<file path="src/rtl/lru_pkg.sv">
// Shared types and helpers for the LRU victim selector.
package lru_pkg;

  typedef enum logic [1:0] {
    IDLE = 2'd0,
    SCAN = 2'd1,
    RESP = 2'd2
  } state_t;

  // Wide enough for any supported AGE_W; callers cast down to their width.
  localparam int AGE_W_MAX = 16;
  typedef logic [AGE_W_MAX-1:0] age_t;

  function automatic age_t sat_dec(input age_t age);
    return (age == '0) ? age : age - age_t'(1);
  endfunction

endpackage

</file>
<file path="src/rtl/lru_age_bank.sv">
// Per-way saturating age registers: used ways reload to max, all others decay by one.
module lru_age_bank
  import lru_pkg::*;
#(
  parameter int WAYS  = 4,
  parameter int AGE_W = 3,
  localparam int WAY_W = $clog2(WAYS)
) (
  input  logic                        clk,
  input  logic                        rst,
  input  logic                        touch_valid,
  input  logic [WAY_W-1:0]            touch_way,
  input  logic                        alloc_valid,
  input  logic [WAY_W-1:0]            alloc_way,
  output logic [WAYS-1:0][AGE_W-1:0]  ages
);

  localparam logic [AGE_W-1:0] AGE_MAX = '1;

  logic [WAYS-1:0] used;
  logic            any_use;

  assign any_use = |used;

  for (genvar i = 0; i < WAYS; i++) begin : g_way
    logic [AGE_W-1:0] age_q;

    // Out-of-range touch_way never matches any index, so it is dropped here.
    assign used[i] = (touch_valid && touch_way == WAY_W'(i)) ||
                     (alloc_valid && alloc_way == WAY_W'(i));
    assign ages[i] = age_q;

    always_ff @(posedge clk or posedge rst) begin
      if (rst)
        age_q <= '0;
      else if (used[i])
        age_q <= AGE_MAX;
      else if (any_use)
        age_q <= AGE_W'(sat_dec(age_t'(age_q)));
    end
  end

endmodule

</file>
<file path="src/rtl/lru_victim_select.sv">
// Sequential min-age scan over a snapshot of the way ages; returns the victim over valid/ready.
module lru_victim_select
  import lru_pkg::*;
#(
  parameter int WAYS  = 4,
  parameter int AGE_W = 3,
  localparam int WAY_W = $clog2(WAYS)
) (
  input  logic              clk,
  input  logic              rst,
  input  logic              touch_valid,
  input  logic [WAY_W-1:0]  touch_way,
  input  logic              req_valid,
  output logic              req_ready,
  output logic              rsp_valid,
  input  logic              rsp_ready,
  output logic [WAY_W-1:0]  rsp_way,
  output logic              rsp_stale
);

  state_t                      state;
  logic [WAYS-1:0][AGE_W-1:0]  ages;
  logic [WAYS-1:0][AGE_W-1:0]  snap;
  logic [WAY_W-1:0]            best_idx;
  logic [WAY_W-1:0]            idx;
  logic [AGE_W-1:0]            best_age;
  logic                        fire;

  assign fire = (state == RESP) && rsp_ready;

  // The allocated victim counts as a use of that way.
  lru_age_bank #(.WAYS(WAYS), .AGE_W(AGE_W)) u_bank (
    .clk         (clk),
    .rst         (rst),
    .touch_valid (touch_valid),
    .touch_way   (touch_way),
    .alloc_valid (fire),
    .alloc_way   (best_idx),
    .ages        (ages)
  );

  always_ff @(posedge clk or posedge rst) begin
    if (rst) begin
      state    <= IDLE;
      snap     <= '0;
      best_idx <= '0;
      best_age <= '0;
      idx      <= '0;
    end else begin
      case (state)
        IDLE: if (req_valid) begin
          snap     <= ages;
          best_idx <= '0;
          best_age <= ages[0];
          idx      <= WAY_W'(1);
          state    <= SCAN;
        end
        SCAN: begin
          // Strict less-than keeps the lowest index on ties.
          if (snap[idx] < best_age) begin
            best_idx <= idx;
            best_age <= snap[idx];
          end
          if (idx == WAY_W'(WAYS-1))
            state <= RESP;
          else
            idx <= idx + WAY_W'(1);
        end
        RESP: if (rsp_ready) state <= IDLE;
        default: state <= IDLE;
      endcase
    end
  end

  assign req_ready = (state == IDLE);
  assign rsp_valid = (state == RESP);
  assign rsp_way   = rsp_valid ? best_idx : '0;
  assign rsp_stale = rsp_valid && (best_age == '0);

endmodule
</file>
<file path="config.mk">
export PLATFORM = sky130hd
export DESIGN_NAME = lru_victim_select
export DESIGN_NICKNAME = d
export VERILOG_FILES = /design/src/rtl/lru_pkg.sv /design/src/rtl/lru_age_bank.sv /design/src/rtl/lru_victim_select.sv
export SDC_FILE = /design/constraint.sdc
export NUM_CORES = 1
export LEC_CHECK = 0
export BUFFER_PORTS_ARGS = -buffer_cell sky130_fd_sc_hd__buf_4
export CAP_MARGIN = 15
export CORE_UTILIZATION = 44
export DETAILED_ROUTE_END_ITERATION = 16
export GPL_TIMING_DRIVEN = 0
export PLACE_DENSITY = 0.7
export RECOVER_POWER = 100
export SYNTH_ARGS = -nofsm -noshare
export SYNTH_HDL_FRONTEND = slang
export SYNTH_SLANG_ARGS = --single-unit
</file>
<file path="constraint.sdc">
create_clock -name clk -period 3.4 [get_ports clk]
set_input_delay 0.34 -clock clk [delete_from_list [all_inputs] [get_ports clk]]
set_output_delay 0.34 -clock clk [all_outputs]
set_load 0.01 [all_outputs]
</file>
==> results.cfg <==
[global_route]
antenna_found_initial = 0
grt_usage_pct = 18.5
grt_pass1_vias = 1223
grt_first_pass_wirelength_um = 5670
grt_max_degree = 21
grt-ovfl-total = 0

[setup_path]
crit_path_cell_trace = mux4_1 > ha_1 > a21oi_1 > a31oi_1 > mux2i_1
cp.required_ns = 3.60
start_kind = flop
crit_buf_inv = 0
path_class = flop to flop
end_kind = flop
crit_slowest_cell = mux4_1
crit_arrival_ns = 2.71
crit_path_max_incr_delay_ns = 0.65
crit_fanout = 6
critPathTopFamily = multiplexers

[clock_tree]
cts_tree = done
cts_setup_buffers = 0
cts.path.max_buffers = 2
root_buffer = clkbuf_8
cts_hold_buf = 0
cts_buffers = 5
htreeDepth = 2
insertion_delay_ns = 0.29
cts_sinks = 33
ctsResizeCount = 0
clk_pin_slew_ns = 0.06

[outcome]
outcome = finished, final reports clean

[routing]
wl_per_cell_um = 16.0
via_count = 1223
routed_wl_um = 3510
ant_nets = 0
route.detailed.drc = 0
avgViaCountPerCell = 5.58
first_iter_violations = 91
drt_pass1_iterations = 4

[synth]
synthDistinctLibCells = 32
syn_area_mm2 = 0.00177
ys_seq_area_share_pct = 46.6
syn_avg_cell_area_um2 = 11.6
synthFlopType = dfrtp_1
synth_edf_count = 0
synth_nets = 170
syn_inst = 152
synthArstFlopShare_pct = 100
ys_ff_latch = 33
yosys_warnings = 0

[sta]
rsz0062_at_grt = no
report.final.hold_viol_count = 0
finalSetupViolCount = 0
tns_ns = 0
max_slew.worst_pin.slew_ns = 1.09
fmax_mhz = 399
period_minus_slack_ns = 2.50
slew_headroom_pct = 27.7
fin_skew_ns = 0.00713
fin_crit_sh_pct = 73.6
slew_violations = 0

[power]
power_density_mw_per_mm2 = 921
irDropWorstVdd_mv = 0.366
leakage_nw = 0.897

[placement]
dp_cells = 212
hpwlAfterDp_um = 2680
gp_congestion = 0.780
portBuffers = 11

[floorplanning]
row_count = 22
die_area_mm2 = 0.00428
fp.coreArea_mm2 = 0.00377
start_util_pct = 46.9
fp.dieW_um = 65.4
die_h_um = 65.4
boundaryPins = 12

[hold_path]
hold_class = input port to async pin

[final_layout]
final_common_cell = dfrtp_1
final_cell_mix = 33 x dfrtp_1, 16 x inv_1, 13 x mux2_2
finalNetCount = 189
insertedDiodeCount = 0
syn_to_final_growth_pct = 11.0
finalNonFillerCells = 219
drive_above_1_share_pct = 16.4
postLayoutCoreUtil_pct = 52.1

[run]
cap_violations = 0
worst reg2reg max path: stages, from the launching register on:
cell	delay, ns
dfrtp_1	0.50
mux4_1	0.65
ha_1	0.34
a21oi_1	0.07
a31oi_1	0.60
mux2i_1	0.27
worst paths after layout:
kind / startpoint / end / cells past startpoint / slack, ns
worst min-delay path: rst / u_bank.g_way[1].age_q[2]$_DFFE_PP0P_ / 2 / 0.1
worst max register to register: idx[0]$_DFFE_PP0P_ / best_idx[1]$_DFFE_PP0P_ / 5 / 0.90
max in group asynchronous: rst / snap[8]$_DFFE_PP0P_ / 3 / 1.93
worst max-delay path: idx[0]$_DFFE_PP0P_ / best_idx[1]$_DFFE_PP0P_ / 5 / 0.90
worst min register to register: snap[5]$_DFFE_PP0P_ / snap[5]$_DFFE_PP0P_ / 1 / 0.50
min in group clk: rsp_ready / state[1]$_DFFE_PP0P_ / 2 / 0.27
state kept, by name (all words and copies together), names as in the netlist:
register,flops
state,2
best_idx,2
idx,2
u_bank.g_way.age_q,12
snap,12
best_age,3
cells in the mapped netlist (all sizes together) (2+ instances only):
master	number	area, um2
dfrtp	33	826
inv	16	60.1
mux2	13	146
ha	11	138
mux2i	10	100
nand2	8	30.0
nand2b	8	50.1
nor2	6	22.5
o21ai	5	25.0
a21oi	4	20.0
a22oi	4	30.0
nor3b	4	30.0
a211o	3	26.3
buf	3	15.0
mux4	3	75.1
nor2b	3	18.8
nor4b	3	26.3
o32ai	2	17.5
per-stage QoR:
step           setup WS (ns)  power [mW]  cell area [um2]  hold slack, ns
2_1_floorplan           1.41        1.36             1770           0.451
3_3_place_gp            1.26        1.50             1910           0.491
3_5_place_dp            1.16        1.57             1940           0.467
4_1_cts                 1.15        1.88             2030           0.160
5_1_grt                0.791        1.95             1970           0.152
6_report               0.896        1.81             1970          0.0999
kinds of logic (layout without fill, tap and decap cells):
family / after synthesis / in the layout / share of synthesized area (%)
flops: 33 / 33 / 46.6
compound gates: 24 / 24 / 10.4
simple gates: 39 / 39 / 12.8
fa+ha+maj: 11 / 11 / 7.77
mux: 26 / 26 / 18.2
buf+inv: 19 / 38 / 4.24
final cells by class:
cell class              instances  area, um2
clock buffers                   7       86.3
plain buffers                   3       11.3
fillers                       325       1810
repair buffers                 12       67.6
flip-flops and latches         33        826
multi-input cells             100        855
well taps                      48       60.1
inverters                      16       60.1
power breakdown:
part / total, mW / internal [mW] / switching, mW
Clock: 0.299 / 0.161 / 0.139
Combinational: 0.785 / 0.401 / 0.384
Sequential: 0.727 / 0.583 / 0.144
Total: 1.81 / 1.14 / 0.666
layer usage:
metal / track usage (%) / share of wire, % / up-vias
li1: - / - / 582
met3: 6.25 / 5.6 / 4
met2: 31.1 / 48 / 32
met1: 21.9 / 45 / 605
met5: 0 / 0 / -
met4: 6.25 / 0.86 / 0
No activity file was read; power rests on OpenSTA's default activity.
